`config.mk`:
```
export PLATFORM = sky130hd
export DESIGN_NAME = gdo_stream_unit
export DESIGN_NICKNAME = d
export VERILOG_FILES = /design/src/rtl/gdo_stream_unit.sv
export SDC_FILE = /design/constraint.sdc
export NUM_CORES = 1
export LEC_CHECK = 0
export CAP_MARGIN = 20
export CORE_MARGIN = 2
export CORE_UTILIZATION = 59
export DETAILED_ROUTE_END_ITERATION = 8
export PLACE_DENSITY_LB_ADDON = 0.25
export REMOVE_ABC_BUFFERS = 1
export SYNTH_ARGS = -nofsm -noshare
export SYNTH_HDL_FRONTEND = slang
export SYNTH_SLANG_ARGS = --single-unit
```
`constraint.sdc`:
```
create_clock -name clk -period 9.33 [get_ports clk]
set_input_delay 2.3325 -clock clk [delete_from_list [all_inputs] [get_ports clk]]
set_output_delay 2.3325 -clock clk [all_outputs]
set_load 0.01 [all_outputs]
```
`src/rtl/gdo_stream_unit.sv`:
```
// Handshaked signed fixed-point operator unit: add/sub/mult/div/sigmoid/tanh/binary/pass
// with saturating results and an iterative restoring divider.
module gdo_stream_unit #(
  parameter int unsigned DATA_W = 17,
  parameter int unsigned FRAC_W = 8
) (
  input  logic              clk,
  input  logic              rst_n,
  input  logic              in_valid,
  output logic              in_ready,
  input  logic [2:0]        in_op,
  input  logic [DATA_W-1:0] in_a,
  input  logic [DATA_W-1:0] in_b,
  output logic              out_valid,
  input  logic              out_ready,
  output logic [DATA_W-1:0] out_data,
  output logic              out_sat,
  output logic              out_dz
);

  localparam int unsigned W2     = 2 * DATA_W;
  localparam int unsigned Q_W    = DATA_W + FRAC_W;
  localparam int unsigned R_W    = DATA_W + 1;
  localparam int unsigned CNT_W  = $clog2(Q_W + 1);
  localparam int unsigned ONE    = 1 << FRAC_W;
  localparam int unsigned BP_HI  = 5 << FRAC_W;
  localparam int unsigned BP_MID = (19 << FRAC_W) >> 3;
  localparam int unsigned C_HI   = (27 << FRAC_W) >> 5;
  localparam int unsigned C_MID  = (5 << FRAC_W) >> 3;
  localparam int unsigned C_LO   = ONE >> 1;

  localparam logic [DATA_W-1:0]        ONE_D = DATA_W'(ONE);
  localparam logic signed [DATA_W-1:0] MAX_D = {1'b0, {(DATA_W-1){1'b1}}};
  localparam logic signed [DATA_W-1:0] MIN_D = {1'b1, {(DATA_W-1){1'b0}}};
  localparam logic signed [W2-1:0]     MAX_W = {{(W2-DATA_W){1'b0}}, MAX_D};
  localparam logic signed [W2-1:0]     MIN_W = {{(W2-DATA_W){1'b1}}, MIN_D};

  localparam logic [2:0] OP_ADD  = 3'd0;
  localparam logic [2:0] OP_SUB  = 3'd1;
  localparam logic [2:0] OP_MULT = 3'd2;
  localparam logic [2:0] OP_DIV  = 3'd3;
  localparam logic [2:0] OP_SIG  = 3'd4;
  localparam logic [2:0] OP_TANH = 3'd5;
  localparam logic [2:0] OP_BIN  = 3'd6;

  typedef enum logic [1:0] {IDLE, EXEC, DONE} state_t;

  // Returns {sat, value} after clamping a wide signed value to the data range.
  function automatic logic [DATA_W:0] sat_fn(input logic signed [W2-1:0] v);
    if (v > MAX_W)      return {1'b1, MAX_D};
    else if (v < MIN_W) return {1'b1, MIN_D};
    else                return {1'b0, v[DATA_W-1:0]};
  endfunction

  function automatic logic [DATA_W-1:0] abs_fn(input logic signed [DATA_W-1:0] x);
    return x[DATA_W-1] ? DATA_W'(-x) : x;
  endfunction

  function automatic logic [DATA_W-1:0] sigmoid_fn(input logic signed [DATA_W-1:0] x);
    logic [DATA_W-1:0] m;
    logic [DATA_W-1:0] y;
    m = (x == MIN_D) ? MAX_D : abs_fn(x);
    if (m >= DATA_W'(BP_HI))       y = ONE_D;
    else if (m >= DATA_W'(BP_MID)) y = (m >> 5) + DATA_W'(C_HI);
    else if (m >= ONE_D)           y = (m >> 3) + DATA_W'(C_MID);
    else                           y = (m >> 2) + DATA_W'(C_LO);
    if (x[DATA_W-1]) y = ONE_D - y;
    return y;
  endfunction

  state_t                     state, state_next;
  logic [2:0]                 op_q, op_next;
  logic signed [DATA_W-1:0]   a_q, a_next, b_q, b_next;
  logic [Q_W-1:0]             dvd, dvd_next;
  logic [DATA_W-1:0]          rem, rem_next, dvs, dvs_next;
  logic [CNT_W-1:0]           cnt, cnt_next;
  logic [DATA_W-1:0]          data_next;
  logic                       sat_next, dz_next;
  logic                       accept;
  logic [R_W-1:0]             rem_sh, rem_sub;
  logic signed [W2-1:0]       qv, div_v, prod;
  logic [DATA_W:0]            alu_res, div_res, tanh_x2;
  logic [DATA_W-1:0]          tanh_s;

  assign in_ready  = (state == IDLE) | ((state == DONE) & out_ready);
  assign out_valid = (state == DONE);
  assign accept    = in_valid & in_ready;

  // Single-cycle operators on the latched operands.
  always_comb begin
    alu_res = {1'b0, a_q};
    prod    = W2'(a_q) * W2'(b_q);
    tanh_x2 = sat_fn(W2'(a_q) <<< 1);
    tanh_s  = sigmoid_fn(tanh_x2[DATA_W-1:0]);
    case (op_q)
      OP_ADD:  alu_res = sat_fn(W2'(a_q) + W2'(b_q));
      OP_SUB:  alu_res = sat_fn(W2'(a_q) - W2'(b_q));
      OP_MULT: alu_res = sat_fn(prod >>> FRAC_W);
      OP_SIG:  alu_res = {1'b0, sigmoid_fn(a_q)};
      OP_TANH: alu_res = {tanh_x2[DATA_W], (tanh_s << 1) - ONE_D};
      OP_BIN:  alu_res = {1'b0, a_q[DATA_W-1] ? '0 : ONE_D};
      default: alu_res = {1'b0, a_q};
    endcase
  end

  // Restoring divide step and final sign-fix of the magnitude quotient.
  always_comb begin
    rem_sh  = {rem, dvd[Q_W-1]};
    rem_sub = rem_sh - {1'b0, dvs};
    qv      = {{(W2-Q_W){1'b0}}, dvd};
    div_v   = (a_q[DATA_W-1] ^ b_q[DATA_W-1]) ? -qv : qv;
    div_res = sat_fn(div_v);
  end

  always_comb begin
    state_next = state;
    op_next    = op_q;
    a_next     = a_q;
    b_next     = b_q;
    dvd_next   = dvd;
    rem_next   = rem;
    dvs_next   = dvs;
    cnt_next   = cnt;
    data_next  = out_data;
    sat_next   = out_sat;
    dz_next    = out_dz;
    case (state)
      IDLE, DONE: begin
        if (accept) begin
          state_next = EXEC;
          op_next    = in_op;
          a_next     = in_a;
          b_next     = in_b;
          dvd_next   = {abs_fn(in_a), {FRAC_W{1'b0}}};
          rem_next   = '0;
          dvs_next   = abs_fn(in_b);
          cnt_next   = '0;
        end else if (state == DONE && out_ready) begin
          state_next = IDLE;
        end
      end
      EXEC: begin
        if (op_q != OP_DIV) begin
          {sat_next, data_next} = alu_res;
          dz_next    = 1'b0;
          state_next = DONE;
        end else if (b_q == '0) begin
          data_next  = a_q[DATA_W-1] ? MIN_D : MAX_D;
          sat_next   = 1'b1;
          dz_next    = 1'b1;
          state_next = DONE;
        end else if (cnt == CNT_W'(Q_W)) begin
          {sat_next, data_next} = div_res;
          dz_next    = 1'b0;
          state_next = DONE;
        end else begin
          if (rem_sh >= {1'b0, dvs}) begin
            rem_next = DATA_W'(rem_sub);
            dvd_next = {dvd[Q_W-2:0], 1'b1};
          end else begin
            rem_next = DATA_W'(rem_sh);
            dvd_next = {dvd[Q_W-2:0], 1'b0};
          end
          cnt_next = cnt + CNT_W'(1);
        end
      end
      default: state_next = IDLE;
    endcase
  end

  always_ff @(posedge clk or negedge rst_n) begin
    if (!rst_n) begin
      state    <= IDLE;
      op_q     <= '0;
      a_q      <= '0;
      b_q      <= '0;
      dvd      <= '0;
      rem      <= '0;
      dvs      <= '0;
      cnt      <= '0;
      out_data <= '0;
      out_sat  <= 1'b0;
      out_dz   <= 1'b0;
    end else begin
      state    <= state_next;
      op_q     <= op_next;
      a_q      <= a_next;
      b_q      <= b_next;
      dvd      <= dvd_next;
      rem      <= rem_next;
      dvs      <= dvs_next;
      cnt      <= cnt_next;
      out_data <= data_next;
      out_sat  <= sat_next;
      out_dz   <= dz_next;
    end
  end

endmodule

```
==> results of run 1 <==
-- path summary, 6_finish.rpt --
kind / from / endpoint / slack, ps / cells after the start
setup / recovery: b_q[7]$_DFFE_PN0P_ / out_data[12]$_DFFE_PN0P_ / 160 / 24
hold / removal: dvs[11]$_DFFE_PN0P_ / dvs[11]$_DFFE_PN0P_ / 490 / 2
min in group asynchronous: rst_n / dvs[6]$_DFFE_PN0P_ / 2080 / 1
max in group asynchronous: rst_n / dvd[14]$_DFFE_PN0P_ / 6000 / 2
setup reg to reg: b_q[7]$_DFFE_PN0P_ / out_data[12]$_DFFE_PN0P_ / 160 / 24
hold reg to reg: dvs[11]$_DFFE_PN0P_ / dvs[11]$_DFFE_PN0P_ / 490 / 2
-- final cells by class --
class / instances / area, µm²
Fill cell: 3411 / 14400
Clock buffer: 19 / 443
Sequential cell: 121 / 3030
Inverter: 437 / 1640
Multi-Input combinational cell: 2223 / 18400
Clock inverter: 13 / 121
Timing Repair Buffer: 114 / 1010
Tap cell: 525 / 657
Antenna cell: 2 / 5.00
-- logic make-up (layout without fill, tap and decap cells) --
group                    count (synthesis)  after routing
AND/OR/NAND/NOR                        966            966
multiplexers                            38             38
buffers and inverters                  597            583
other                                    0              2
XOR/XNOR                               120            120
flip-flops                             121            121
AO/OA/AOI/OAI                          641            641
adder cells (fa/ha/maj)                458            458
-- cells in the final DEF (no fill, tap or decap), types with 28 or more instances in the layout --
| cell type | count |
|---|---|
| clkdlybuf4s50_1 | 60 |
| nand3_1 | 39 |
| inv_1 | 431 |
| nor3_1 | 43 |
| fa_1 | 298 |
| buf_4 | 54 |
| nor4_1 | 29 |
| a211oi_1 | 30 |
| a21oi_1 | 138 |
| mux2i_1 | 32 |
| xor2_1 | 42 |
| o31ai_1 | 28 |
| and2_1 | 94 |
| o211ai_1 | 29 |
| or3_1 | 30 |
| dfrtp_1 | 121 |
| ha_1 | 160 |
| nand2b_1 | 33 |
| o21ai_0 | 180 |
| nand2_1 | 345 |
| xnor2_1 | 77 |
| nand4_1 | 28 |
| nor2_1 | 217 |
-- tightest hold or removal path: stages (launching register included) --
cell	delay [ps]
dfrtp_1	350
nand2_1	50
o21ai_0	60
-- flip-flops by register name, indices dropped and copies added, names as in the netlist, 3 cells and up --
name / flops
dvd: 25
a_q: 17
cnt: 5
dvs: 16
rem: 17
out_data: 17
op_q: 3
b_q: 17
-- routing by layer --
layer / up-vias / global-route usage, % / wire length, µm
met5: - / 0 / 11
met4: 2 / 18.2 / 4190
met3: 298 / 7.96 / 7870
met2: 1279 / 59.7 / 34800
met1: 10800 / 50.1 / 30000
li1: 9784 / - / -
-- what timing repair did --
action | in CTS | in global routing
gates resized for setup | 0 | 2
setup endpoints to repair | 0 | 9
setup buffers | 0 | 0
-- through the flow --
stage / setup slack [ps] / area [µm²] / hold WS, ps / utilization, % / std cells
after global routing: 56.3 / 25300 / 497 / 63.7 / 3452
after floorplan: 14.9 / 23000 / 450 / - / 2781
after detailed placement: 346 / 24700 / 478 / 62.3 / 3420
after CTS: 338 / 25300 / 493 / 63.7 / 3452
after global placement: 503 / 24700 / 464 / 62.3 / 3419
final: 164 / 25300 / 488 / 63.7 / 3454
==> flow_summary_export.csv, run 1 <==
group,metric,value,unit
global_route,grt_max_degree,81,
timing,maxSlewViolCount,0,
clocking,numCtsBuffers,17,
timing,period_share,98.2,%
clocking,htree_levels,4,
logic_synthesis,synth_area_leader_cell,"fa_1",
global_route,antenna_found_initial,3,
logic_synthesis,synth_async_sr_flop_share,100,%
worst_setup_path,crit_family,"adder cells",
logic_synthesis,netlist.area_leader.share,25.2,%
timing,finalCriticalPeriod,9170,ps
place,hpwlAfterDp,60200,µm
timing,max_freq,109,MHz
routing,drt.antenna.violating_nets,0,
floorplanning,die_w,204,µm
global_route,grt_overflow_total,0,
clocking,clk_pin_slew,60,ps
global_route,grt_use_total,38.0,%
clocking,insertion_delay,430,ps
logic_synthesis,synth_fa_ha_area_share,33.7,%
logic_synthesis,synth_top_family_by_area,"adder cells",
hold_path,min_path_type,"flip-flop to flip-flop",
worst_setup_path,crit_path_max_incr_delay,840,ps
final_layout,final_nets,3413,
worst_setup_path,worstPathArrival,9470,ps
worst_setup_path,crit_buf_inv,4,
logic_synthesis,synthMuxAreaShare,1.66,%
global_route,grt_pass1_vias,22200,
timing,slew_headroom,29.9,%
worst_setup_path,cp.required,9640,ps
logic_synthesis,netlist_area,23600,µm²
floorplanning,initial_core_util,59.6,%
place,portBuffers,61,
routing,drc,1,
routing,routed_wl,76900,µm
clocking,hold_buffers,0,
logic_synthesis,netlist_instances,2941,
worst_setup_path,cp_max_fo,17,
logic_synthesis,synth.most_common_cell,"inv_1",
logic_synthesis,synth_area_leaders,"fa_1 25%, dfrtp_1 13%, ha_1 8.5%",
logic_synthesis,synth_compound_area_share,17.9,%
flow_run,max_cap_viol_count,0,
floorplanning,pin_count,62,
logic_synthesis,seq_area_frac_synth,12.8,%
routing,drt_iter0_drc,2588,
logic_synthesis,synth_edf_count,0,
timing,max_slew.worst_pin.slew,1050,ps
logic_synthesis,synth.avg_cell_area,8.04,µm²
clocking,cts_buffer_depth,2,
clocking,cts_tree,"done",
logic_synthesis,synth_flop_cell,"dfrtp_1",
routing,vias,22200,
logic_synthesis,yosysWarnings,0,
final_layout,area_delta_synth_final,6.89,%
worst_setup_path,worstSetupPathType,"flip-flop to flip-flop",
worst_setup_path,cpMaxStageDelayCell,"dfrtp_1",
logic_synthesis,ys_ff_latch,121,
timing,fin_skew,13.8,ps
final_layout,drive_gt1_share,4.65,%
timing,hold_viol_final,0,
timing,setup_viol,0,
outcome,violations,"DRC",
outcome,outcome,"finished with violations",
global_route,grt_first_pass_wirelength,123000,µm
floorplanning,core,39600,µm²
clocking,clockRootBuffer,"clkbuf_16",
logic_synthesis,synthTopCellsByCount,"431 x inv_1, 345 x nand2_1, 298 x fa_1, 218 x nor2_1, 180 x o21ai_0",
floorplanning,die_area,41700,µm²
logic_synthesis,synth.lib_cells_used.distinct,101,
worst_setup_path,worstSetupStartpointType,"flip-flop",
worst_setup_path,path_common_cell,"fa_1",
worst_setup_path,path_cells,"ha_1 -> fa_1 -> inv_1 -> fa_1 -> fa_1 -> inv_1 -> fa_1 -> fa_1 -> inv_1 -> fa_1 -> inv_1 -> ha_1 -> a21oi_1 -> nand2_1 -> a211oi_1 -> o21ai_0 -> a41o_1 -> a31o_2 -> a31oi_1 -> xor2_2 -> o21ai_0 -> a21oi_1 -> or4b_1 -> a32o_1",
logic_synthesis,yosys.area_share.simple,19.8,%
logic_synthesis,synth_xor_area_share,4.45,%
routing,post_drt_wl_per_cell,22.3,µm
routing,firstDrtPassIters,9,
timing,rsz0062_at_grt,"no",
clocking,clock-sinks,121,
floorplanning,rows,73,
routing,vias_per_cell,6.42,
place,gp_congestion,1.08,
timing,finalSetupTns,0,ps
worst_setup_path,crit_path_end_kind,"flip-flop",
floorplanning,die_y,204,µm
Power of run 1 is left out: the tool's default activity adds up to more than one toggle a clock period on the data nets, which glitch-free logic cannot reach.
==> inputs of run 2 (changes only) <==
--- a/config.mk
+++ b/config.mk
@@ -9,6 +9,7 @@
 export CORE_MARGIN = 2
 export CORE_UTILIZATION = 59
 export DETAILED_ROUTE_END_ITERATION = 8
+export MAX_ROUTING_LAYER = met4
 export PLACE_DENSITY_LB_ADDON = 0.25
 export REMOVE_ABC_BUFFERS = 1
 export SYNTH_ARGS = -nofsm -noshare
==> flow_summary_export.csv, run 2 (synthesized netlist as in run 1, its figures left out) <==
group,metric,value,unit
global_route,grt_pass1_vias,22400,
flow_run,max_cap_viol_count,0,
routing,wl_met2,35400,µm
final_layout,largest_reg_flops,25,
routing,firstDrtPassIters,7,
timing,finalCriticalPeriod,8970,ps
routing,post_drt_wl_per_cell,22.4,µm
routing,vias_per_cell,6.43,
final_layout,final_nets,3412,
global_route,grt_max_degree,81,
clocking,insertion_delay,440,ps
worst_setup_path,crit_path_start,"a_q[8]$_DFFE_PN0P_",
timing,rsz0062_at_grt,"no",
final_layout,drive_gt1_share,4.75,%
timing,period_share,96.1,%
timing,final.setup.worst_slack,362,ps
hold_path,min_path_type,"flip-flop to flip-flop",
final_layout,top_register,"dvd",
place,hpwlAfterDp,60200,µm
place,place_ws,365,ps
place,portBuffers,61,
clocking,clk_pin_slew,60,ps
worst_setup_path,endpoint,"out_data[12]$_DFFE_PN0P_",
routing,vias,22200,
timing,max_slew.worst_pin.slew,1040,ps
global_route,antenna_found_initial,1,
global_route,grt_first_pass_wirelength,124000,µm
final_layout,fillers,3471,
routing,routed_wl,77500,µm
worst_setup_path,cp.required,9650,ps
final_layout,regArea,3030,µm²
clocking,htree_levels,4,
timing,hold_viol_final,0,
worst_setup_path,reg2reg_from,"a_q[8]$_DFFE_PN0P_",
global_route,grt_overflow_total,0,
worst_setup_path,worstSetupStartpointType,"flip-flop",
worst_setup_path,crit_path_end_kind,"flip-flop",
routing,drt.antenna.violating_nets,0,
routing,drc,0,
floorplanning,pin_count,62,
clocking,cts_buffer_depth,2,
floorplanning,core,39600,µm²
place,gp_congestion,1.13,
timing,finalSetupTns,0,ps
routing,wl_met1,29500,µm
timing,max_freq,112,MHz
routing,met3_wirelength,8250,µm
routing,drt_iter0_drc,2502,
timing,setup_viol,0,
floorplanning,die_area,41700,µm²
final_layout,multi_input_area,18400,µm²
clocking,cts_tree,"done",
worst_setup_path,worstSetupPathType,"flip-flop to flip-flop",
worst_setup_path,cp_max_fo,18,
clocking,hold_buffers,0,
timing,slew_headroom,29.9,%
global_route,grt_use_total,39.4,%
final_layout,final_common_cell,"inv_1",
outcome,outcome,"finished, final reports clean",
final_layout,final_cell_mix,"430 x inv_1, 345 x nand2_1, 298 x fa_1",
worst_setup_path,rrSetupSlack,360,ps
timing,fin_skew,13.8,ps
worst_setup_path,worstPathArrival,9290,ps
floorplanning,die_y,204,µm
clocking,clock-sinks,121,
final_layout,area_delta_synth_final,6.99,%
worst_setup_path,ff2ff_path_depth,24,
clocking,clockRootBuffer,"clkbuf_16",
floorplanning,rows,73,
timing,maxSlewViolCount,0,
routing,dr.max_layer_used,"met4",
worst_setup_path,rr_endpoint,"out_data[12]$_DFFE_PN0P_",
clocking,numCtsBuffers,17,
floorplanning,initial_core_util,59.6,%
floorplanning,die_w,204,µm
run 2: cell types whose count changed in the layout (fill, tap and decap cells not counted), sizes merged:
cell	delta
buf	-1
bufinv	+1
clkbuf	-1
clkinv	-4
clkinvlp	+4
inv	-1
run 2: worst min path at each step:
stage | from | endpoint | slack [ps] | cells after the start
2_1_floorplan | dvs[10]$_DFFE_PN0P_ | dvs[10]$_DFFE_PN0P_ | 450 | 2
3_3_place_gp | dvs[14]$_DFFE_PN0P_ | dvs[14]$_DFFE_PN0P_ | 460 | 2
3_5_place_dp | dvs[9]$_DFFE_PN0P_ | dvs[9]$_DFFE_PN0P_ | 470 | 2
4_1_cts | dvs[9]$_DFFE_PN0P_ | dvs[9]$_DFFE_PN0P_ | 490 | 2
5_1_grt | dvs[11]$_DFFE_PN0P_ | dvs[11]$_DFFE_PN0P_ | 520 | 2
6_report | dvs[9]$_DFFE_PN0P_ | dvs[9]$_DFFE_PN0P_ | 480 | 2
run 2: per-layer routing:
layer,vias up,global-route usage [%]
li1,9770,-
met1,10800,49.7
met2,1297,60.9
met3,342,8.35
met4,0,18.3
met5,-,-
run 2: what timing repair did:
| action | in CTS | in global routing |
|---|---|---|
| gates resized for setup | 0 | 7 |
| hold endpoints to repair | 0 | 0 |
| buffers inserted | 0 | 0 |
| endpoints found under the setup margin | 0 | 14 |
run 2: critical path: stages (launching register included):
cell	delay, ps
dfrtp_1	980
ha_1	310
inv_1	100
fa_1	520
inv_1	70
fa_1	530
fa_1	470
fa_1	540
fa_1	550
inv_1	50
fa_1	530
inv_1	40
ha_1	370
nand3_1	130
nor2_1	330
o221ai_1	370
o21ai_1	570
a41o_1	350
a31o_2	210
a31oi_1	140
xor2_2	250
o21ai_0	490
a21oi_1	130
or4b_1	540
a32o_1	280
run 2: through the flow:
stage	cells	util (%)	hold slack, ps	area [µm²]
floorplan	2781	-	450	23000
global placement	3419	62.3	465	24700
detailed placement	3419	62.3	473	24700
CTS	3450	63.7	487	25300
global route	3451	63.8	519	25300
finish	3452	63.8	484	25300
run 2: area by class of cell:
class | count | share of cell area (%)
multi-input cells | 2223 | 72.6
flip-flops and latches | 121 | 12.0
inverters | 437 | 6.50
repair buffers | 113 | 3.95
well taps | 525 | 2.60
clock buffers | 18 | 1.74
clock inverters | 13 | 0.579
diodes | 2 | 0.0198
Power of run 2 is left out for the same reason.
